==> src/rtl/muldiv_unit_if.sv <==
// Request/response bundle between the core and the HI/LO multiply/divide unit.
// The core drives op launch and MTHI/MTLO; the unit returns status and HI/LO.
`timescale 1ns/1ps
interface muldiv_unit_if #(
  parameter int WIDTH = 32
);
  logic             start;
  logic [1:0]       op;
  logic [WIDTH-1:0] a;
  logic [WIDTH-1:0] b;
  logic             hi_wen;
  logic             lo_wen;
  logic [WIDTH-1:0] wdata;
  logic             busy;
  logic             done;
  logic             div_by_zero;
  logic [WIDTH-1:0] hi;
  logic [WIDTH-1:0] lo;

  modport master (
    output start, op, a, b,
    output hi_wen, lo_wen, wdata,
    input  busy, done, div_by_zero,
    input  hi, lo
  );

  modport slave (
    input  start, op, a, b,
    input  hi_wen, lo_wen, wdata,
    output busy, done, div_by_zero,
    output hi, lo
  );
endinterface

==> src/rtl/muldiv_unit.sv <==
// Multi-cycle MULT/MULTU/DIV/DIVU with architectural HI/LO.
// One shift-add / restoring step per cycle, then one sign-fix cycle.
`timescale 1ns/1ps
module muldiv_unit #(
  parameter int WIDTH = 32
) (
  input logic           clk,
  input logic           rst,
  muldiv_unit_if.slave  bus
);
  localparam int CNT_W = $clog2(WIDTH) + 1;
  localparam int W2    = 2 * WIDTH;

  typedef enum logic [1:0] {
    S_IDLE,
    S_CALC,
    S_FIX
  } state_t;

  state_t r_state;
  state_t w_next;

  logic [CNT_W-1:0] r_cnt;
  logic             r_is_div;
  logic             r_neg_q;
  logic             r_neg_r;
  logic             r_dz;
  logic             r_done;
  logic             r_dz_out;
  logic [WIDTH-1:0] r_opnd;
  logic [WIDTH-1:0] r_a_raw;
  logic [WIDTH-1:0] r_hi;
  logic [WIDTH-1:0] r_lo;
  logic [W2-1:0]    r_prod;

  logic             w_idle;
  logic             w_accept;
  logic             w_a_neg;
  logic             w_b_neg;
  logic [WIDTH-1:0] w_a_mag;
  logic [WIDTH-1:0] w_b_mag;
  logic [WIDTH:0]   w_msum;
  logic [WIDTH:0]   w_trial;
  logic [W2-1:0]    w_mul_nx;
  logic [W2-1:0]    w_div_nx;
  logic [W2-1:0]    w_prod_neg;
  logic [WIDTH-1:0] w_q;
  logic [WIDTH-1:0] w_r;
  logic [WIDTH-1:0] w_fix_hi;
  logic [WIDTH-1:0] w_fix_lo;

  assign w_idle   = (r_state == S_IDLE);
  assign w_accept = w_idle & bus.start;

  assign w_a_neg = bus.op[0] & bus.a[WIDTH-1];
  assign w_b_neg = bus.op[0] & bus.b[WIDTH-1];
  assign w_a_mag = w_a_neg ? -bus.a : bus.a;
  assign w_b_mag = w_b_neg ? -bus.b : bus.b;

  // Multiply: add multiplicand into the upper half, shift right.
  assign w_msum = {1'b0, r_prod[W2-1:WIDTH]}
                + ({(WIDTH+1){r_prod[0]}}
                & {1'b0, r_opnd});
  assign w_mul_nx = {w_msum, r_prod[WIDTH-1:1]};

  // Divide: {rem, quo} shifts left; the trial uses rem plus next bit.
  assign w_trial  = r_prod[W2-1:WIDTH-1] - {1'b0, r_opnd};
  assign w_div_nx = w_trial[WIDTH]
                  ? {r_prod[W2-2:0], 1'b0}
                  : {w_trial[WIDTH-1:0],
                     r_prod[WIDTH-2:0], 1'b1};

  assign w_prod_neg = -r_prod;
  assign w_q = r_prod[WIDTH-1:0];
  assign w_r = r_prod[W2-1:WIDTH];

  always_comb begin
    w_fix_hi = r_prod[W2-1:WIDTH];
    w_fix_lo = r_prod[WIDTH-1:0];
    unique case (1'b1)
      r_dz: begin
        w_fix_hi = r_a_raw;
        w_fix_lo = '1;
      end
      (r_is_div & ~r_dz): begin
        w_fix_hi = r_neg_r ? -w_r : w_r;
        w_fix_lo = r_neg_q ? -w_q : w_q;
      end
      (~r_is_div): begin
        if (r_neg_q) begin
          w_fix_hi = w_prod_neg[W2-1:WIDTH];
          w_fix_lo = w_prod_neg[WIDTH-1:0];
        end
      end
      default: ;
    endcase
  end

  always_comb begin
    w_next = r_state;
    unique case (r_state)
      S_IDLE: if (bus.start) w_next = S_CALC;
      S_CALC: if (r_cnt == CNT_W'(1)) w_next = S_FIX;
      S_FIX:  w_next = S_IDLE;
      default: w_next = S_IDLE;
    endcase
  end

  always_ff @(posedge clk) begin
    if (!rst) r_state <= S_IDLE;
    else      r_state <= w_next;
  end

  always_ff @(posedge clk) begin
    if (!rst) begin
      r_cnt    <= '0;
      r_is_div <= 1'b0;
      r_neg_q  <= 1'b0;
      r_neg_r  <= 1'b0;
      r_dz     <= 1'b0;
      r_done   <= 1'b0;
      r_dz_out <= 1'b0;
      r_opnd   <= '0;
      r_a_raw  <= '0;
      r_hi     <= '0;
      r_lo     <= '0;
      r_prod   <= '0;
    end else begin
      r_done   <= (r_state == S_FIX);
      r_dz_out <= (r_state == S_FIX) & r_dz;
      if (w_accept) begin
        r_cnt    <= CNT_W'(WIDTH);
        r_is_div <= bus.op[1];
        r_neg_q  <= w_a_neg ^ w_b_neg;
        r_neg_r  <= w_a_neg;
        r_dz     <= bus.op[1] & (bus.b == '0);
        r_a_raw  <= bus.a;
        r_opnd   <= bus.op[1] ? w_b_mag : w_a_mag;
        r_prod   <= bus.op[1]
                  ? {{WIDTH{1'b0}}, w_a_mag}
                  : {{WIDTH{1'b0}}, w_b_mag};
      end else if (r_state == S_CALC) begin
        r_cnt  <= r_cnt - CNT_W'(1);
        r_prod <= r_is_div ? w_div_nx : w_mul_nx;
      end
      if (r_state == S_FIX) begin
        r_hi <= w_fix_hi;
        r_lo <= w_fix_lo;
      end else if (w_idle & ~bus.start) begin
        if (bus.hi_wen) r_hi <= bus.wdata;
        if (bus.lo_wen) r_lo <= bus.wdata;
      end
    end
  end

  assign bus.busy        = ~w_idle;
  assign bus.done        = r_done;
  assign bus.div_by_zero = r_dz_out;
  assign bus.hi          = r_hi;
  assign bus.lo          = r_lo;
endmodule
==> src/flat_wrapper.sv <==
// flat-port wrapper written by rule: the top's interface ports become plain ports
module muldiv_unit_flat 
#(
  parameter int WIDTH = 32
)
  (clk, rst, bus_start, bus_op, bus_a, bus_b, bus_hi_wen, bus_lo_wen, bus_wdata, bus_busy, bus_done, bus_div_by_zero, bus_hi, bus_lo);
  muldiv_unit_if #(.WIDTH(WIDTH)) bus_i ();
  input logic clk;
  input logic rst;
  input wire logic [$bits(bus_i.start)-1:0] bus_start;
  input wire logic [$bits(bus_i.op)-1:0] bus_op;
  input wire logic [$bits(bus_i.a)-1:0] bus_a;
  input wire logic [$bits(bus_i.b)-1:0] bus_b;
  input wire logic [$bits(bus_i.hi_wen)-1:0] bus_hi_wen;
  input wire logic [$bits(bus_i.lo_wen)-1:0] bus_lo_wen;
  input wire logic [$bits(bus_i.wdata)-1:0] bus_wdata;
  output wire logic [$bits(bus_i.busy)-1:0] bus_busy;
  output wire logic [$bits(bus_i.done)-1:0] bus_done;
  output wire logic [$bits(bus_i.div_by_zero)-1:0] bus_div_by_zero;
  output wire logic [$bits(bus_i.hi)-1:0] bus_hi;
  output wire logic [$bits(bus_i.lo)-1:0] bus_lo;
  assign bus_i.start = bus_start;
  assign bus_i.op = bus_op;
  assign bus_i.a = bus_a;
  assign bus_i.b = bus_b;
  assign bus_i.hi_wen = bus_hi_wen;
  assign bus_i.lo_wen = bus_lo_wen;
  assign bus_i.wdata = bus_wdata;
  assign bus_busy = bus_i.busy;
  assign bus_done = bus_i.done;
  assign bus_div_by_zero = bus_i.div_by_zero;
  assign bus_hi = bus_i.hi;
  assign bus_lo = bus_i.lo;
  muldiv_unit #(.WIDTH(WIDTH)) u_core (.clk(clk), .rst(rst), .bus(bus_i));
endmodule
==> config.mk <==
export PLATFORM = sky130hd
export DESIGN_NAME = muldiv_unit_flat
export DESIGN_NICKNAME = d
export VERILOG_FILES = /design/src/rtl/muldiv_unit_if.sv /design/src/rtl/muldiv_unit.sv /design/src/flat_wrapper.sv
export SDC_FILE = /design/constraint.sdc
export NUM_CORES = 1
export LEC_CHECK = 0
export CAP_MARGIN = 25
export CORE_ASPECT_RATIO = 2
export CORE_UTILIZATION = 35
export CTS_BUF_LIST = sky130_fd_sc_hd__clkbuf_8 sky130_fd_sc_hd__clkbuf_16
export CTS_CLUSTER_SIZE = 10
export DETAILED_ROUTE_END_ITERATION = 10
export PLACE_DENSITY_LB_ADDON = 0.1
export SYNTH_ARGS = -nofsm -noshare
export SYNTH_HDL_FRONTEND = slang
export SYNTH_SLANG_ARGS = --single-unit
export TNS_END_PERCENT = 50
==> constraint.sdc <==
create_clock -name clk -period 3.9 [get_ports clk]
set_clock_uncertainty 0.1 [all_clocks]
set_input_delay 0.39 -clock clk [delete_from_list [all_inputs] [get_ports clk]]
set_output_delay 0.39 -clock clk [all_outputs]
set_load 0.005 [all_outputs]
Word-level counts from Yosys, hierarchy flattened
Index checks and enable logic that the tools add are counted.

Add/subtract/negate cells: 8. Eq/ne operators: 5. Mux-type cells: 27. Bitwise gates (word level): 14. Reductions and logical operators: 10.

Operators by type and width (count): $mux W32 (16); $mux W64 (4); $pmux W32 S3 (2); $neg A32 Y32 (4); $neg A64 Y64 (1); $add A32 B33 Y33 (1); $and A33 B32 Y33 (1); $sub A33 B32 Y33 (1); $logic_not A32 Y1 (1); $mux W6 (2); $reduce_bool A2 Y1 (4); $and A1 B1 Y1 (7); $eq A6 B1 Y1 const B (1); $reduce_and A2 Y1 (3); $sub A6 B1 Y6 const B (1); $not A1 Y1 (5); $mux W2 (2); $pmux W2 S2 (1); $eq A2 B1 Y1 const B (1); $eq A2 B2 Y1 const B (1); $logic_not A2 Y1 (1); $ne A2 B1 Y1 const B (1); $ne A2 B2 Y1 const B (1); $reduce_or A2 Y1 (1); $xor A1 B1 Y1 (1).

Bits in registers: 206. Input port bits: 103. Word-level logic and storage cells: 78.

Depth between registers and ports, before layout
Gate-level depths: netlist (run 1).

Word-level depth: 5. Depth in mapped cells: 14.

Least setup slack after synthesis (run 1)
No wires, ideal clock.

Path kind: register -> register. Start: reg u_core.r_prod[31]. End: reg u_core.r_prod[35]. Data arrival time: 3.096 ns. Setup slack: 0.573 ns. Stages on the path, launching flop included: 14. Buffers on the path: 2. Period minus slack after synthesis: 3.327 ns. Cell sequence: dfxtp_1 -> inv_1 -> ha_1 -> fa_1 -> nand2b_1 -> a21o_1 -> a21oi_1 -> o2111a_1 -> o32ai_2 -> xnor2_2 -> buf_2 -> buf_2 -> mux2i_1 -> o21ai_0.

Word-level cells in the longest chain between the ends: 5.

Ends and longest elaborated chain: from (decl) (line muldiv_unit.sv:34) `logic [W2-1:0] r_prod;`; from (signal assigned) (line muldiv_unit.sv:139) `r_prod <= bus.op[1]`; from (signal assigned) (line muldiv_unit.sv:144) `r_prod <= r_is_div ? w_div_nx : w_mul_nx;`; $sub A33 B32 Y33 (line muldiv_unit.sv:67) `assign w_trial = r_prod[W2-1:WIDTH-1] - {1'b0, r_opnd};`; $mux W64 (line muldiv_unit.sv:69) `? {r_prod[W2-2:0], 1'b0}`; $mux W64 (line muldiv_unit.sv:144); $mux W64 (line muldiv_unit.sv:142) `end else if (r_state == S_CALC) begin`; $mux W64 (line muldiv_unit.sv:131) `if (w_accept) begin`.

No other way between the ends. The select of a mux whose other input is x is not followed. A chain may end at the register's enable or synchronous reset.

Final worst setup path (run 1)
Start: reg u_core.r_prod[19]. End: reg u_core.r_hi[2], in the netlist u_core.bus.hi[2].

Word-level cells in the longest chain between the ends: 5.

Ends and longest elaborated chain: $neg A64 Y64 (line muldiv_unit.sv:73) `assign w_prod_neg = -r_prod;`; $mux W32 (line muldiv_unit.sv:90) `if (r_neg_q) begin`; $mux W32 (line muldiv_unit.sv:80) `unique case (1'b1)`; $pmux W32 S3 (line muldiv_unit.sv:80); $mux W32 (line muldiv_unit.sv:146) `if (r_state == S_FIX) begin`; to (signal assigned) (line muldiv_unit.sv:147) `r_hi <= w_fix_hi;`; to (signal assigned) (line muldiv_unit.sv:150) `if (bus.hi_wen) r_hi <= bus.wdata;`; to (decl) (line muldiv_unit.sv:32) `logic [WIDTH-1:0] r_hi;`.

No other way between the ends. The select of a mux whose other input is x is not followed.

==> results by stage, run 1 <==
Timing:
- The final hold violation count is 0.
- At the pin with the least slew margin, the transition time is 0.960 ns.
- The final setup TNS is 0 ns.
- The worst pin sits at a relative slew slack of 35.8%.
- The number of pins with negative max-slew slack in the final report was 0.
- The tightest hold path in the finished design has a slack of around 0.18 ns.
- After layout, the minimum clock period comes to 3.66 ns.
- The final setup violation count is 0.
- Setup repair after global routing left no endpoint under its margin.
- The post-route clock period utilization is ~94%.
- The maximum frequency from static timing analysis is about 0.27 GHz.

Critical path:
- The cell depth of the worst flop-to-flop path is 11.
- The signal on the critical path passes through or4_1, nor4_1, nand4_1, nand2b_1, buf_4, o21ai_0, xor2_1, o21ai_0, buf_4, nand4b_1, nand2_1.
- The element type at the critical path end is a flip-flop.
- Together, buffers and inverters on the worst path number 2.
- In this run the critical register-to-register path is launched from u_core.r_prod[19].
- The critical path in this run is classified as reg -> reg.
- The setup check on the worst reg-to-reg path leaves a slack of 0.24 ns.
- Broken down by cell family, the worst path's largest delay share belongs to simple AND/OR/NAND/NOR gates.
- The reg-to-reg critical path endpoint is u_core.bus.hi[2].
- The largest individual stage delay along the critical path comes from the cell or4_1.
- Data on the critical path is required at its endpoint by 4.30 ns.
- STA classifies the critical path startpoint as a flip-flop.
- The number of cells on the critical path is 11.
- The critical path's largest stage delay is roughly 0.65 ns.
- The critical path starts at u_core.r_prod[19].
- The data arrival time of the critical path is 4.06 ns.
- Along the worst path, the maximum fanout reaches 9.
- The most critical setup path has its endpoint at u_core.bus.hi[2].

Global route:
- The initial antenna violation count is 4.
- The number of global-route vias before repair is approximately 18000.
- The first global-routing pass estimated around 120000 um of wire.
- For this run, the total global-route usage over all layers was measured as 32.1%.
- Global routing used 3.46% of the available met3 tracks.
- The met2 usage is 59.4%.
- The met1 track demand over resource is 30.5%.
- The global routing stage identified its most utilized layer as met2.
- The pin count of the biggest net entering global routing is 90.
- The total global routing overflow is 0.

Floorplan:
- The I/O pin count is 170.
- The die is 313 um tall.
- The initial cell density of the core is approximately 36%.
- The die covers 49200 um^2.
- The number of placement rows is between 100 and 150.
- From left edge to right edge, the die measures about 160 um.
- The core region is roughly 48000 um^2.

Finish:
- The share of cells above drive strength 1 is under 10%.
- The area taken by flip-flops and latches is 4130 um^2.
- Leaving out fill and tap cells, the most frequent cell in the layout is nand2_1.
- At the end of the flow, the number of nets in the layout was 2637.
- Relative to the synthesized area, the layout overhead comes to 22.5%.
- The number of filler cells placed in the layout is between 5000 and 6000.
- The multi-input gate area in the final layout is about 12000 um^2.
- At the end of the flow the core is filled with cells to 43.6%.
- The library cells used most frequently in the layout, excluding fill and tap cells, are 264 x nand2_1, 204 x dfxtp_1, 197 x nor2_1.

Placed design:
- The congestion estimate from routability-driven global placement came to around 1.
- The number of buffers inserted by port buffering is 169.
- The placed wire-length estimate after detailed placement is 63400 um.

Synth:
- Counting flops with an async set or reset pin after synthesis yields a share of 0%.
- After Yosys synthesis, XOR and XNOR cells account for 10.4% of the synthesized area.
- In the synthesized netlist, the number of instances is 2284.
- After synthesis, flip-flops and latches occupy 24.4% of the total area.
- The prevailing post-synth register cell is dfxtp_1.
- The number of unique standard cell types used by synthesis is 79.
- After Yosys synthesis, full adders, half adders and majority gates account for about 5.4% of the synthesized area.
- The number of register bits inferred by synthesis is a little over 200.
- The number of nets in the synthesized netlist is 2459.
- The number of warnings reported in the yosys synthesis log is 0.
- The cell area after synthesis is 16900 um^2.
- Multiplexer cells account for 3.75% of the synthesized area.
- The synthesized netlist devotes 22.4% of its cell area to simple gates.
- Dividing the synthesized area by the synthesized cell count gives between 7 and 8 um^2.
- The largest family of logic cells by synthesized area is compound AO/OA/AOI/OAI gates.
- Summing the areas of all compound-gate instances in the mapped netlist gives 28.0% of the synthesized area.
- The number of enable flip-flop cells after synthesis is 0.

CTS:
- In this run the clock root is driven by a clkbuf_16.
- After clock tree synthesis, the clock-pin slew on the worst setup and hold paths is roughly 0.060 ns.
- The later pin in the worst-skew pair is clocked with a latency of 0.56 ns.
- CTS built an H-tree with a depth of 1.
- The longest clock path from root to sink contains 3 buffers.
- Buffers inserted to repair hold after CTS numbered 0.
- In this run, CTS created clock tree buffers numbering 25.
- Post-CTS timing repair inserted 0 buffers for setup.
- TritonCTS built the clock tree.
- The clock sink total is 206.

Pwr:
- Across the VDD grid, the largest voltage drop is 0.372 mV.
- The power per cell area is ~330 nW/um^2.
- The static power due to leakage is 8.10 nW.

Route:
- The detailed router placed 18200 vias in this run.
- The number of iterations in the first detailed-routing pass is 8.
- The number of design-rule violations left by the first detailed-router iteration is 1341.
- The routed length per instance is around 26 um.
- The final antenna-violating net count is 0.
- After detailed routing, the number of vias per cell comes to 5.86.
- The final wirelength is 79400 um.
- The final routed DRC violation total is 0.

Hold path:
- The path class of the tightest hold or removal check is in -> reg.

Status:
- The flow ran to the end, and the final reports show no timing, DRC or antenna violations.

Run:
- The number of max-cap violations is 0.
-- kinds of logic (layout without fill, tap and decap cells) --
group                      after synthesis  after routing
AOI/OAI and AO/OA                      707            707
xor gates and xnor gates               200            200
adders and majority gates               72             72
buffers and inverters                  248            433
DFF                                    206            206
muxes                                   63             63
other                                    0              4
and+or+nand+nor                        788            788
-- through the flow --
step / instances / cell area, um^2 / setup WS (ns) / power, W
finish: 3105 / 20700 / 0.242 / 0.00675
floorplan: 2284 / 16900 / 0.573 / 0.00368
global placement: 3066 / 20000 / 0.261 / 0.00462
global route: 3105 / 20700 / 0.0895 / 0.00702
CTS: 3101 / 20700 / 0.199 / 0.00675
detailed placement: 3067 / 20000 / 0.230 / 0.00464
-- repair_timing --
item,4_1_cts,5_1_grt
gates resized for setup,0,1
endpoints found under the setup margin,0,3
hold endpoints to repair,0,0
-- flip-flops by register name, indices dropped and copies added, names as in the netlist --
register	flops
u_core.bus.div_by_zero	1
u_core.bus.done	1
u_core.bus.hi	32
u_core.bus.lo	32
u_core.r_a_raw	32
u_core.r_cnt	6
u_core.r_dz	1
u_core.r_is_div	1
u_core.r_neg_q	1
u_core.r_neg_r	1
u_core.r_opnd	32
u_core.r_prod	64
u_core.r_state	2
-- worst min path at each step --
stage / from / end / slack (ns) / cells past startpoint
floorplan: u_core.r_opnd[23] / u_core.r_opnd[23] / 0.33 / 2
global placement: u_core.bus.hi[2] / u_core.bus.hi[2] / 0.35 / 2
detailed placement: u_core.bus.hi[13] / u_core.bus.hi[13] / 0.35 / 2
CTS: rst / u_core.bus.lo[20] / 0.17 / 2
global route: rst / u_core.bus.lo[5] / 0.18 / 2
finish: rst / u_core.bus.lo[20] / 0.18 / 2
-- final cells by class --
| class | count | share of cell area, % |
|---|---|---|
| antenna | 4 | 0.0484 |
| sequential | 206 | 19.9 |
| timing repair buffer | 327 | 14.2 |
| clock buffer | 26 | 3.09 |
| tap | 632 | 3.82 |
| multi-input combinational | 1830 | 57.4 |
| clock inverter | 8 | 0.193 |
| inverter | 72 | 1.31 |
-- Yosys cell counts (15+ instances only) --
| library cell | n | area [um^2] |
|---|---|---|
| nor3_1 | 42 | 210 |
| or3_1 | 18 | 113 |
| o221ai_1 | 15 | 131 |
| a21oi_1 | 162 | 811 |
| and3_1 | 19 | 119 |
| a21boi_0 | 56 | 420 |
| nor4_1 | 23 | 144 |
| inv_1 | 70 | 263 |
| nor2_1 | 198 | 743 |
| and2_1 | 18 | 113 |
| o21a_1 | 16 | 120 |
| o211a_1 | 16 | 160 |
| o31ai_1 | 25 | 188 |
| a21o_1 | 26 | 195 |
| nor2b_1 | 53 | 332 |
| mux2i_1 | 60 | 601 |
| a22oi_1 | 21 | 158 |
| o211ai_1 | 55 | 413 |
| dfxtp_1 | 206 | 4120 |
| xor2_1 | 103 | 902 |
| a221oi_1 | 20 | 175 |
| nand3_1 | 45 | 225 |
| nand2b_1 | 32 | 200 |
| nand2_1 | 265 | 995 |
| a211oi_1 | 68 | 510 |
| o21ai_0 | 136 | 681 |
| buf_1 | 20 | 75.1 |
| xnor2_1 | 96 | 841 |
| clkbuf_1 | 150 | 563 |
| nand4b_1 | 15 | 131 |
| ha_1 | 70 | 876 |
-- power breakdown --
part / switching, W / internal (W) / total [W] / leakage [nW]
sequential: 0.000167 / 0.00224 / 0.00241 / 1.69
clock: 0.000960 / 0.00116 / 0.00212 / 0.351
combinational: 0.00134 / 0.000880 / 0.00222 / 6.06
total: 0.00247 / 0.00428 / 0.00675 / 8.10
-- metal layers --
metal	up-vias	routed length, um	share of wire (%)
met3	285	3330	4.2
met5	-	0	0
met4	0	8320	10
li1	8544	-	-
met2	677	41600	52
met1	8674	26100	33
No activity file was read; power rests on OpenSTA's default activity.
==> run 2: changes to the inputs <==
--- a/config.mk
+++ b/config.mk
@@ -8,7 +8,6 @@
 export CAP_MARGIN = 25
 export CORE_ASPECT_RATIO = 2
 export CORE_UTILIZATION = 35
-export CTS_BUF_LIST = sky130_fd_sc_hd__clkbuf_8 sky130_fd_sc_hd__clkbuf_16
 export CTS_CLUSTER_SIZE = 10
 export DETAILED_ROUTE_END_ITERATION = 10
 export PLACE_DENSITY_LB_ADDON = 0.1
==> results by stage, run 2 (same netlist as run 1, synthesis figures left out) <==
Status:
- The flow ran to the end, and the final reports show no timing, DRC or antenna violations.

Critical path:
- In this run the worst path has a maximum fanout of 9.
- STA classifies the critical path endpoint as a flip-flop.
- Across all register-to-register paths, the minimum setup slack is around 0.22 ns.
- The type of element launching the critical path is a flip-flop.
- The critical path in this run is classified as reg -> reg.
- For the worst setup path, the data arrival time is 4.08 ns.
- For the worst setup path, the data required time is roughly 4.3 ns.
- The worst register-to-register path ends at u_core.bus.hi[2].
- In this run the critical register-to-register path is launched from u_core.r_prod[19].
- The cell depth of the worst flop-to-flop path is 11.

Global route:
- Entering global routing, the biggest net connects 90 pins.
- The number of global-route vias before repair came to 18300.
- The wire length of the first global-routing pass is 115000 um.
- The met2 usage is 59.4%.
- The met3 usage in global routing is roughly 3.5%.
- After global routing the overflow that remains totals 0.
- Global routing consumed, over all layers together, ~32% of the routing resources.
- After global routing, the most crowded layer is met2.
- The met1 track demand over resource is 30.5%.
- The initial antenna violation count is 4.

Floorplan:
- The die height is 313 um.
- The die outline width is ~160 um.
- The core region is between 40000 and 50000 um^2.
- Once the floorplan was initialized, standard cells occupied 35.6% of the core.
- The I/O pin count is 170.
- The floorplan step defined a die boundary enclosing 49200 um^2.
- The floorplan has 113 rows.

Route:
- In the routed layout, each cell is associated on average with a via count of 5.85.
- The number of iterations in the first detailed-routing pass is 6.
- In the routed design, unresolved DRC markers number 0.
- After detailed routing, the average wire length per cell comes to approximately 26 um.
- In this run the remaining antenna-violating nets after routing total 0.
- The final route contains 18200 vias.
- The number of design-rule violations left by the first detailed-router iteration is 1353.
- The final layout contains routed wiring with a total length of 79300 um.

Finish:
- The most common cell after layout, fill and taps aside is nand2_1.
- The area taken by flip-flops and latches is between 4000 and 5000 um^2.
- The share of cells above drive strength 1 is 9.07%.
- The number of filler cells placed in the layout is 5021.
- The largest register by flop count is u_core.r_prod.
- Summing all multi-input logic gate instances after layout gives 11900 um^2.
- The top cell types in the final layout, fill and taps aside, are 264 x nand2_1, 204 x dfxtp_1, 197 x nor2_1.
- Relative to the synthesized area, the layout overhead comes to 22.5%.
- The net count of the finished layout is about 2600.
- The register with the most flip-flops in the layout has 64 of them.

Timing:
- The final hold violation count is 0.
- The final setup violation count is 0.
- Static timing analysis puts the maximum clock frequency at between 0.2 and 0.3 GHz.
- Hold timing on the final database bottoms out at a slack of 0.180 ns.
- In the final timing run, aggregate negative setup slack is 0 ns.
- Setup repair after global routing left no endpoint under its margin.
- The number of pins with negative max-slew slack in the final report came to 0.
- The measured slew at the worst slew-check pin is about 0.94 ns.
- Dividing the final minimum period by the clock period gives a little over nine tenths.
- The clock period could shrink to 3.68 ns.
- The tightest slew margin relative to the limit is 36.9%.
- The final worst setup slack is roughly 0.22 ns.

Placed design:
- The HPWL after detailed placement is about 63000 um.
- The post-place setup slack is 0.230 ns.
- The routability-driven placement congestion ratio is 0.971.
- The number of buffers inserted by port buffering is 169.

Run:
- The number of max-cap violations is 0.

CTS:
- CTS built an H-tree with a depth of 1.
- The TritonCTS clock tree is built.
- The clock insertion delay at the later pin of the skew report is 0.56 ns.
- The clock sink total is 206.
- The number of buffers added by the clock tree synthesis step is 25.
- The buffer cell driving the clock tree root is clkbuf_16.
- The clock transition at the registers of the reported paths is around 0.060 ns.
- The number of buffers between clock root and the deepest sink is 3.

Hold path:
- The endpoint of the worst hold-timing path is u_core.bus.lo[20].
- In this run the most critical hold path is launched from rst.
- The path class of the tightest hold or removal check is in -> reg.
- Along the worst hold path, the cell count comes to 2.

Pwr:
- In this run the power density over the cells is 326 nW/um^2.
- After layout, the design draws a total of 0.00676 W.
- Across the VDD grid, the largest voltage drop is 0.372 mV.
- In this run the static leakage power is slightly above 8 nW.
==> run 2: cell types whose count changed in the layout (fill, tap and decap cells not counted), sizes merged <==
| cell | delta |
|---|---|
| clkbuf | +5 |
| inv | -5 |
==> run 2: critical path: stages (launching register included) <==
cell and delay (ns):
dfxtp_1 0.43, or4_1 0.65, nor4_1 0.45, nand4_1 0.33, nand2b_1 0.24, buf_4 0.18, o21ai_0 0.20, xor2_1 0.09
o21ai_0 0.55, buf_4 0.24, nand4b_1 0.09, nand2_1 0.08
==> run 2: report_power, final <==
| part | switching [W] | internal (W) | leakage (nW) |
|---|---|---|---|
| clock | 0.000958 | 0.00117 | 0.330 |
| combinational | 0.00134 | 0.000880 | 6.06 |
| sequential | 0.000167 | 0.00224 | 1.69 |
| total | 0.00246 | 0.00429 | 8.08 |
==> run 2: how the worst max path moves through the flow <==
| stage | startpoint | end | slack [ns] |
|---|---|---|---|
| after floorplan | u_core.r_prod[31] | u_core.r_prod[35] | 0.57 |
| after global placement | bus_a[5] | u_core.r_opnd[25] | 0.26 |
| after detailed placement | u_core.r_prod[31] | u_core.r_prod[47] | 0.23 |
| after CTS | u_core.r_prod[31] | u_core.r_prod[47] | 0.20 |
| after global routing | u_core.r_opnd[13] | u_core.r_prod[48] | 0.09 |
| final | u_core.r_prod[19] | u_core.bus.hi[2] | 0.22 |
==> run 2: repair_timing <==
action	CTS	global route
setup buffers	0	0
hold buffers	0	0
gates resized for setup	0	1
setup endpoints to repair	0	3
==> run 2: per-stage QoR <==
step,util [%],instances,area [um^2]
2_1_floorplan,-,2284,16900
3_3_place_gp,42.1,3066,20000
3_5_place_dp,42.1,3067,20000
4_1_cts,43.5,3101,20700
5_1_grt,43.6,3105,20700
6_report,43.6,3105,20700
==> run 2: area by class of cell <==
type,instances,area share [%]
multi-input cells,1830,57.4
flip-flops and latches,206,19.9
repair buffers,327,14.2
well taps,632,3.82
clock buffers,31,3.18
inverters,72,1.31
clock inverters,3,0.103
diodes,4,0.0484
==> run 2: layer usage <==
metal | part of all wire (%) | wire length, um
met2 | 52 | 41500
met3 | 4.2 | 3320
met4 | 10 | 8320
met5 | 0 | 0
met1 | 33 | 26100
